--- src/rtl/mem_access_ctrl_if.sv ---
//==============================================================================
// Module      : mem_access_ctrl_if
// Description : Data-bus bundle between mem_access_ctrl (master) and the
//               data memory / interconnect (slave). One req/gnt handshake
//               per access, then a single rvalid beat for loads.
// Revision    : 1.0 - initial release
//==============================================================================
`default_nettype none

interface mem_access_ctrl_if #(
  parameter int ADDR_W = 64,
  parameter int DATA_W = 64
);

  logic                  dbus_req;
  logic                  dbus_we;
  logic [ADDR_W-1:0]     dbus_addr;
  logic [DATA_W/8-1:0]   dbus_be;
  logic [DATA_W-1:0]     dbus_wdata;
  logic                  dbus_gnt;
  logic                  dbus_rvalid;
  logic [DATA_W-1:0]     dbus_rdata;

  // Controller side: issues requests, receives grant and read data.
  modport master (
    output dbus_req,
    output dbus_we,
    output dbus_addr,
    output dbus_be,
    output dbus_wdata,
    input  dbus_gnt,
    input  dbus_rvalid,
    input  dbus_rdata
  );

  // Memory side: accepts requests, returns grant and read data.
  modport slave (
    input  dbus_req,
    input  dbus_we,
    input  dbus_addr,
    input  dbus_be,
    input  dbus_wdata,
    output dbus_gnt,
    output dbus_rvalid,
    output dbus_rdata
  );

endinterface

`default_nettype wire

--- src/rtl/mem_access_ctrl.sv ---
//==============================================================================
// Module      : mem_access_ctrl
// Description : MEM-stage data-bus controller. Converts the load/store held in
//               the MEM pipeline register into one dbus req/gnt(/rvalid)
//               transaction, stalls MEM until it completes, then aligns and
//               sign/zero-extends load data for WB.
// Config      : MEM_MISALIGN_TRAP_EN - when defined, a misaligned access goes
//               straight to DONE with misalign_fault=1 and no bus request.
//               When undefined, the low address bits covered by the access
//               size are forced to zero and the access proceeds.
// Notes       : DATA_W must be at least 64 so a doubleword fits in one beat.
// Revision    : 1.0 - initial release
//==============================================================================
`default_nettype none

module mem_access_ctrl #(
  parameter int ADDR_W = 64,
  parameter int DATA_W = 64
) (
  input  wire logic              clk,
  input  wire logic              reset_n,
  // MEM pipeline register
  input  wire logic              mem_valid,
  input  wire logic              mem_is_load,
  input  wire logic              mem_is_store,
  input  wire logic [ADDR_W-1:0] mem_addr,
  input  wire logic [1:0]        mem_size,
  input  wire logic              mem_sign_ext,
  input  wire logic [DATA_W-1:0] mem_wdata,
  // traffic_control
  input  wire logic              mem_wr_en,
  input  wire logic              flush_before_wb,
  output logic                   mem_stall,
  // data bus
  mem_access_ctrl_if.master      dbus,
  // WB-side results
  output logic [DATA_W-1:0]      ld_data,
  output logic                   misalign_fault
);

  localparam int BE_W  = DATA_W / 8;
  localparam int OFF_W = $clog2(BE_W);

  localparam logic [2:0] S_IDLE  = 3'd0;
  localparam logic [2:0] S_REQ   = 3'd1;
  localparam logic [2:0] S_WAIT  = 3'd2;
  localparam logic [2:0] S_DONE  = 3'd3;
  localparam logic [2:0] S_DRAIN = 3'd4;

  // ---------------------------------------------------------------------------
  // State and registered bus outputs
  // ---------------------------------------------------------------------------
  logic [2:0]        state_q, state_d;
  logic              req_q, req_d;
  logic              we_q;
  logic [ADDR_W-1:0] addr_q;
  logic [BE_W-1:0]   be_q;
  logic [DATA_W-1:0] wdata_q;
  logic [OFF_W-1:0]  off_q;
  logic [1:0]        size_q;
  logic              sext_q;
  logic [DATA_W-1:0] ld_data_q, ld_data_d;
  logic              fault_q, fault_d;
  logic              latch_en;

  // A bubble, or a valid non-memory instruction, is not an access.
  logic access;
  assign access = mem_valid & (mem_is_load | mem_is_store);

  // ---------------------------------------------------------------------------
  // Request formatting from the MEM register fields
  // ---------------------------------------------------------------------------
  logic [OFF_W-1:0]  size_off_mask;   // address bits that must be 0 for alignment
  logic [BE_W-1:0]   size_be;         // right-justified byte enables
  logic [DATA_W-1:0] size_data_mask;  // right-justified store data mask

  // Decode the access size into alignment, byte-enable and data masks.
  always_comb begin
    size_off_mask  = '0;
    size_be        = '0;
    size_data_mask = '0;
    case (mem_size)
      2'd0: begin
        size_off_mask  = OFF_W'(0);
        size_be        = BE_W'(8'h01);
        size_data_mask = DATA_W'(64'h0000_0000_0000_00FF);
      end
      2'd1: begin
        size_off_mask  = OFF_W'(1);
        size_be        = BE_W'(8'h03);
        size_data_mask = DATA_W'(64'h0000_0000_0000_FFFF);
      end
      2'd2: begin
        size_off_mask  = OFF_W'(3);
        size_be        = BE_W'(8'h0F);
        size_data_mask = DATA_W'(64'h0000_0000_FFFF_FFFF);
      end
      default: begin
        size_off_mask  = OFF_W'(7);
        size_be        = BE_W'(8'hFF);
        size_data_mask = DATA_W'(64'hFFFF_FFFF_FFFF_FFFF);
      end
    endcase
  end

  // Lane offset with the size-covered low bits cleared; when trapping is
  // enabled a misaligned access never reaches the bus, so clearing is harmless.
  logic [OFF_W-1:0]  lane_off;
  logic [ADDR_W-1:0] bus_addr;
  logic [BE_W-1:0]   lane_be;
  logic [DATA_W-1:0] lane_wdata;

  assign lane_off   = mem_addr[OFF_W-1:0] & ~size_off_mask;
  assign bus_addr   = {mem_addr[ADDR_W-1:OFF_W], {OFF_W{1'b0}}};
  assign lane_be    = size_be << lane_off;
  assign lane_wdata = (mem_wdata & size_data_mask) << {lane_off, 3'b000};

  logic trap_now;
`ifdef MEM_MISALIGN_TRAP_EN
  assign trap_now = |(mem_addr[OFF_W-1:0] & size_off_mask);
`else
  assign trap_now = 1'b0;
`endif

  // ---------------------------------------------------------------------------
  // Load data alignment and extension
  // ---------------------------------------------------------------------------
  logic [DATA_W-1:0] rd_shift;
  logic [DATA_W-1:0] ld_ext;

  assign rd_shift = dbus.dbus_rdata >> {off_q, 3'b000};

  // Extend the lane-extracted load value to the full data width.
  always_comb begin
    ld_ext = rd_shift;
    case (size_q)
      2'd0:    ld_ext = {{(DATA_W-8){sext_q & rd_shift[7]}},   rd_shift[7:0]};
      2'd1:    ld_ext = {{(DATA_W-16){sext_q & rd_shift[15]}}, rd_shift[15:0]};
      2'd2:    ld_ext = {{(DATA_W-32){sext_q & rd_shift[31]}}, rd_shift[31:0]};
      default: ld_ext = rd_shift;
    endcase
  end

  // ---------------------------------------------------------------------------
  // Next-state logic; flush has priority but never abandons a granted access
  // ---------------------------------------------------------------------------
  // Compute next state, request, result and fault values.
  always_comb begin
    state_d   = state_q;
    req_d     = req_q;
    ld_data_d = ld_data_q;
    fault_d   = fault_q;
    latch_en  = 1'b0;

    case (state_q)
      S_IDLE: begin
        if (!flush_before_wb && access) begin
          if (trap_now) begin
            state_d = S_DONE;
            fault_d = 1'b1;
          end else begin
            state_d  = S_REQ;
            req_d    = 1'b1;
            latch_en = 1'b1;
          end
        end
      end

      S_REQ: begin
        if (dbus.dbus_gnt) begin
          // Granted: the access happens regardless of flush.
          req_d = 1'b0;
          if (flush_before_wb) begin
            state_d = we_q ? S_IDLE : S_DRAIN;
          end else begin
            state_d = we_q ? S_DONE : S_WAIT;
          end
        end else if (flush_before_wb) begin
          // Withdrawal before grant is legal on this bus.
          req_d   = 1'b0;
          state_d = S_IDLE;
        end
      end

      S_WAIT: begin
        if (dbus.dbus_rvalid) begin
          // Data arriving in the flush cycle completes the transaction, so
          // there is nothing left to drain; it is simply discarded.
          if (flush_before_wb) begin
            state_d = S_IDLE;
          end else begin
            state_d   = S_DONE;
            ld_data_d = ld_ext;
          end
        end else if (flush_before_wb) begin
          state_d = S_DRAIN;
        end
      end

      S_DONE: begin
        if (flush_before_wb || mem_wr_en) begin
          state_d = S_IDLE;
          fault_d = 1'b0;
        end
      end

      S_DRAIN: begin
        if (dbus.dbus_rvalid) begin
          state_d = S_IDLE;
        end
      end

      default: begin
        state_d = S_IDLE;
        req_d   = 1'b0;
      end
    endcase
  end

  // Registers; async clear returns a mid-transaction controller to IDLE.
  always_ff @(posedge clk or negedge reset_n) begin
    if (!reset_n) begin
      state_q   <= S_IDLE;
      req_q     <= 1'b0;
      we_q      <= 1'b0;
      addr_q    <= '0;
      be_q      <= '0;
      wdata_q   <= '0;
      off_q     <= '0;
      size_q    <= 2'd0;
      sext_q    <= 1'b0;
      ld_data_q <= '0;
      fault_q   <= 1'b0;
    end else begin
      state_q   <= state_d;
      req_q     <= req_d;
      ld_data_q <= ld_data_d;
      fault_q   <= fault_d;
      if (latch_en) begin
        we_q    <= mem_is_store & ~mem_is_load;
        addr_q  <= bus_addr;
        be_q    <= lane_be;
        wdata_q <= lane_wdata;
        off_q   <= lane_off;
        size_q  <= mem_size;
        sext_q  <= mem_sign_ext;
      end
    end
  end

  // ---------------------------------------------------------------------------
  // Outputs
  // ---------------------------------------------------------------------------
  assign dbus.dbus_req   = req_q;
  assign dbus.dbus_we    = we_q;
  assign dbus.dbus_addr  = addr_q;
  assign dbus.dbus_be    = be_q;
  assign dbus.dbus_wdata = wdata_q;

  // DONE is the only state in which a pending access lets MEM advance; in
  // DRAIN this holds any new access back until the old read has returned.
  // Held low while reset is asserted.
  assign mem_stall      = reset_n & access & (state_q != S_DONE);
  assign ld_data        = ld_data_q;
  assign misalign_fault = fault_q;

endmodule

`default_nettype wire

--- src/flat_wrapper.sv ---
// flat-port wrapper written by rule: the top's interface ports become plain ports
module mem_access_ctrl_flat 
#(
  parameter int ADDR_W = 64,
  parameter int DATA_W = 64
)
  (clk, reset_n, mem_valid, mem_is_load, mem_is_store, mem_addr, mem_size, mem_sign_ext, mem_wdata, mem_wr_en, flush_before_wb, mem_stall, ld_data, misalign_fault, dbus_dbus_req, dbus_dbus_we, dbus_dbus_addr, dbus_dbus_be, dbus_dbus_wdata, dbus_dbus_gnt, dbus_dbus_rvalid, dbus_dbus_rdata);
  mem_access_ctrl_if #(.ADDR_W(ADDR_W), .DATA_W(DATA_W)) dbus_i ();
  input  wire logic clk;
  input  wire logic reset_n;
  input  wire logic mem_valid;
  input  wire logic mem_is_load;
  input  wire logic mem_is_store;
  input  wire logic [ADDR_W-1:0] mem_addr;
  input  wire logic [1:0] mem_size;
  input  wire logic mem_sign_ext;
  input  wire logic [DATA_W-1:0] mem_wdata;
  input  wire logic mem_wr_en;
  input  wire logic flush_before_wb;
  output logic mem_stall;
  output logic [DATA_W-1:0] ld_data;
  output logic misalign_fault;
  output wire logic [$bits(dbus_i.dbus_req)-1:0] dbus_dbus_req;
  output wire logic [$bits(dbus_i.dbus_we)-1:0] dbus_dbus_we;
  output wire logic [$bits(dbus_i.dbus_addr)-1:0] dbus_dbus_addr;
  output wire logic [$bits(dbus_i.dbus_be)-1:0] dbus_dbus_be;
  output wire logic [$bits(dbus_i.dbus_wdata)-1:0] dbus_dbus_wdata;
  input wire logic [$bits(dbus_i.dbus_gnt)-1:0] dbus_dbus_gnt;
  input wire logic [$bits(dbus_i.dbus_rvalid)-1:0] dbus_dbus_rvalid;
  input wire logic [$bits(dbus_i.dbus_rdata)-1:0] dbus_dbus_rdata;
  assign dbus_dbus_req = dbus_i.dbus_req;
  assign dbus_dbus_we = dbus_i.dbus_we;
  assign dbus_dbus_addr = dbus_i.dbus_addr;
  assign dbus_dbus_be = dbus_i.dbus_be;
  assign dbus_dbus_wdata = dbus_i.dbus_wdata;
  assign dbus_i.dbus_gnt = dbus_dbus_gnt;
  assign dbus_i.dbus_rvalid = dbus_dbus_rvalid;
  assign dbus_i.dbus_rdata = dbus_dbus_rdata;
  mem_access_ctrl #(.ADDR_W(ADDR_W), .DATA_W(DATA_W)) u_core (.clk(clk), .reset_n(reset_n), .mem_valid(mem_valid), .mem_is_load(mem_is_load), .mem_is_store(mem_is_store), .mem_addr(mem_addr), .mem_size(mem_size), .mem_sign_ext(mem_sign_ext), .mem_wdata(mem_wdata), .mem_wr_en(mem_wr_en), .flush_before_wb(flush_before_wb), .mem_stall(mem_stall), .dbus(dbus_i), .ld_data(ld_data), .misalign_fault(misalign_fault));
endmodule
--- config.mk ---
export PLATFORM = sky130hd
export DESIGN_NAME = mem_access_ctrl_flat
export DESIGN_NICKNAME = d
export VERILOG_FILES = /design/src/rtl/mem_access_ctrl_if.sv /design/src/rtl/mem_access_ctrl.sv /design/src/flat_wrapper.sv
export SDC_FILE = /design/constraint.sdc
export NUM_CORES = 1
export LEC_CHECK = 0
export ABC_AREA = 1
export BUFFER_PORTS_ARGS = -buffer_cell sky130_fd_sc_hd__buf_2
export CAP_MARGIN = 25
export CORE_ASPECT_RATIO = 2
export CORE_MARGIN = 10
export CORE_UTILIZATION = 54
export DETAILED_ROUTE_END_ITERATION = 10
export PLACE_DENSITY = 0.94
export SLEW_MARGIN = 40
export SYNTH_ARGS = -nofsm -noshare
export SYNTH_HDL_FRONTEND = slang
export SYNTH_SLANG_ARGS = --single-unit
--- constraint.sdc ---
create_clock -name clk -period 4.2 [get_ports clk]
set_input_delay 0.84 -clock clk [delete_from_list [all_inputs] [get_ports clk]]
set_output_delay 0.84 -clock clk [all_outputs]
set_load 0.02 [all_outputs]
==> run_results.csv <==
group,metric,value,unit
critical_path,worstPathRequired,4590,ps
run,maxCapViolations,0,
route,via_count,11495,
global_routing,busiest_layer,"met2",
finish,final_nets,1972,
route,first_pass_iters,6,
finish,layout_commonest_cell,"nand2_1",
timing,timing.fmax,0.408,GHz
power_and_ir_drop,ir_drop,0.000587,V
finish,areaGrowthSynthToFinish,25.5,%
clocking,cts_root_buf,"clkbuf_16",
clocking,worstSkewPairLatency,510,ps
synthesis,synth_seq_cells,208,
timing,fin_setup_tns,0,ps
global_routing,antenna_found_initial,8,
critical_path,critical_path_arrival,2840,ps
timing,setup_violations,0,
synthesis,netlist_top_cells_area,"dfrtp_1 (49%), nand2_1 (18%), o21ai_0 (6.4%), nor2_1 (6.2%), a21oi_1 (3.7%)",
synthesis,synth_edf_count,0,
synthesis,syn_inst,1424,
global_routing,use_met1,31.7,%
power_and_ir_drop,p_leak,7.27,nW
place,dp.cells,2005,
synthesis,synth_top_area_cell,"dfrtp_1",
finish,fillers,1571,
route,vias_per_cell,5.62,
global_routing,use_met2,53.9,%
route,ant_nets,0,
route,dr.first_iter.drc_count,1364,
place,hpwl,31700,um
synthesis,synth-seq-area-share,49.0,%
synthesis,yosysTopAreaCellShare,49.0,%
global_routing,grt_pass1_wl,63900,um
timing,tightest_slew,733,ps
clocking,cts_sinks,208,
place,port_buffers,403,
finish,final_cells,2046,
clocking,numCtsBuffers,20,
floorplanning,die_h,218,um
global_routing,gr-total-overflow,0,
timing,rsz0062_at_grt,"no",
clocking,clkTransAtPathRegs,70,ps
clocking,htreeDepth,1,
floorplanning,die_width,119,um
status,status,"completed",
timing,drv_slew,0,
synthesis,synth-async-reset-ratio,100,%
power_and_ir_drop,cellPowerDensity,803,nW/um2
clocking,clock_path_buffers,3,
place,finalWeightedCongestion,1.01,
floorplanning,initial_core_util,54.8,%
floorplanning,die-area,26000,um2
timing,finalCritPeriodShare,58.4,%
finish,drive_gt1_share,27.3,%
floorplanning,io_pins,408,
synthesis,syn_area,10600,um2
route,drcViolationCount,0,
clocking,cts_tree,"built",
global_routing,grt_pass1_vias,11562,
synthesis,synth_cell_types,36,
global_routing,grt_max_degree,144,
timing,period_needed,2450,ps
synthesis,syn_avg_cell_area,7.46,um2
timing,maxSlewHeadroom,51.2,%
synthesis,synth_ff_type,"dfrtp_1",
clocking,holdBufCountCts,0,
global_routing,gr-usage-met3,7.15,%
timing,finalHoldViolations,0,
critical_path,path_class,"register to register",
clocking,cts_resized,0,
critical_path,cp-start-kind,"register",
finish,layout_common_cells,"nand2_1 (523), buf_2 (402), dfrtp_1 (206)",
synthesis,yosys_warnings,0,
min_path,hp-class,"input pin to async pin",
global_routing,grt_usage,30.9,%
floorplanning,rows,72,
floorplanning,core-area,19400,um2
power_and_ir_drop,finalPower,10.7,mW
route,wl_per_cell,20.5,um
critical_path,crit_path_max_fanout,70,
clocking,postCtsSetupRepairBufs,0,
route,totalWireLength,41900,um
critical_path,crit_path_end_kind,"register",
timing,skew,13.7,ps
## state kept, by name, summed over array words and instances, names as in the netlist
| name | cells |
|---|---|
| u_core.dbus.dbus_wdata | 64 |
| u_core.state_q | 3 |
| u_core.off_q | 3 |
| u_core.dbus.dbus_we | 1 |
| u_core.ld_data | 64 |
| u_core.dbus.dbus_req | 1 |
| u_core.dbus.dbus_be | 8 |
| u_core.sext_q | 1 |
| u_core.dbus.dbus_addr | 61 |
| u_core.size_q | 2 |
## where the power goes
part           internal, mW  leakage (nW)  total [mW]  switching, mW
logic                  1.56          4.31        5.15           3.60
registers              2.93          2.61        3.53          0.604
clock network          1.17         0.353        2.01          0.841
total                  5.66          7.27        10.7           5.04
## Yosys cell counts (2+ instances only)
| cell type | number |
|---|---|
| nand2_2 | 5 |
| nand3_2 | 4 |
| a21oi_1 | 79 |
| o21ai_1 | 5 |
| nand2_1 | 523 |
| nand3_1 | 78 |
| inv_2 | 4 |
| inv_1 | 40 |
| nand3b_1 | 2 |
| o21ai_0 | 136 |
| buf_1 | 4 |
| buf_2 | 52 |
| a31oi_1 | 2 |
| o211ai_1 | 8 |
| a21oi_2 | 2 |
| a22oi_1 | 8 |
| clkbuf_1 | 21 |
| nor2_1 | 176 |
| o21ai_2 | 8 |
| nor2_2 | 2 |
| nor3_1 | 4 |
| dfrtp_1 | 208 |
| clkinv_1 | 3 |
| buf_6 | 8 |
| a22o_1 | 16 |
| buf_4 | 15 |
| or2_1 | 2 |
## per-layer routing
| metal | part of all wire [%] | wire [um] | vias up |
|---|---|---|---|
| met3 | 9.0 | 3770 | 197 |
| met5 | 0.13 | 53 | - |
| met2 | 51 | 21300 | 745 |
| li1 | - | - | 5256 |
| met4 | 8.0 | 3330 | 8 |
| met1 | 32 | 13400 | 5289 |
## cells by family after synthesis
family,synth area share (%)
simple gates,30.2
compound gates,13.8
flops,49.0
buf+inv,6.96
other cells,0.0353
## worst paths after layout
check | slack (ps) | end | from | depth (start not counted)
worst min register to register | 470 | u_core.dbus.dbus_addr[52]$_DFFE_PN0P_ | u_core.dbus.dbus_addr[52]$_DFFE_PN0P_ | 2
worst max register to register | 1750 | u_core.ld_data[36]$_DFFE_PN0P_ | u_core.state_q[2]$_DFFE_PN0P_ | 9
min in group clk | 470 | u_core.dbus.dbus_addr[52]$_DFFE_PN0P_ | u_core.dbus.dbus_addr[52]$_DFFE_PN0P_ | 2
worst max-delay path | 1750 | u_core.ld_data[36]$_DFFE_PN0P_ | u_core.state_q[2]$_DFFE_PN0P_ | 9
max in group asynchronous | 2270 | u_core.off_q[0]$_DFFE_PN0P_ | reset_n | 3
worst min-delay path | 230 | u_core.ld_data[35]$_DFFE_PN0P_ | reset_n | 1
## stage by stage
stage	cell area, um2	hold slack, ps	util (%)	setup WS [ps]
floorplan	10600	506	-	1880
global placement	12600	457	64.9	1460
detailed placement	12600	460	65.0	1330
CTS	13300	221	68.7	1760
global route	13300	233	68.8	1580
finish	13300	225	68.8	1750
## layout make-up
class	instances	area, um2	share of cell area, %
clock inverter	14	205	1.54
sequential	208	5210	39.1
tap	259	324	2.43
multi-input combinational	1071	4690	35.2
inverter	48	183	1.37
antenna	5	12.5	0.0939
clock buffer	22	528	3.96
timing repair buffer	419	2170	16.3
## critical path, stage by stage (launching register included)
cell and delay (ps):
dfrtp_1 410, inv_2 80, nand2_2 70, nor2_2 150, nand3_2 400, inv_2 470, buf_12 310, o21ai_0 190
nor2_1 140, nor2_1 50
Note: power is estimated with default switching activity, not from simulation.
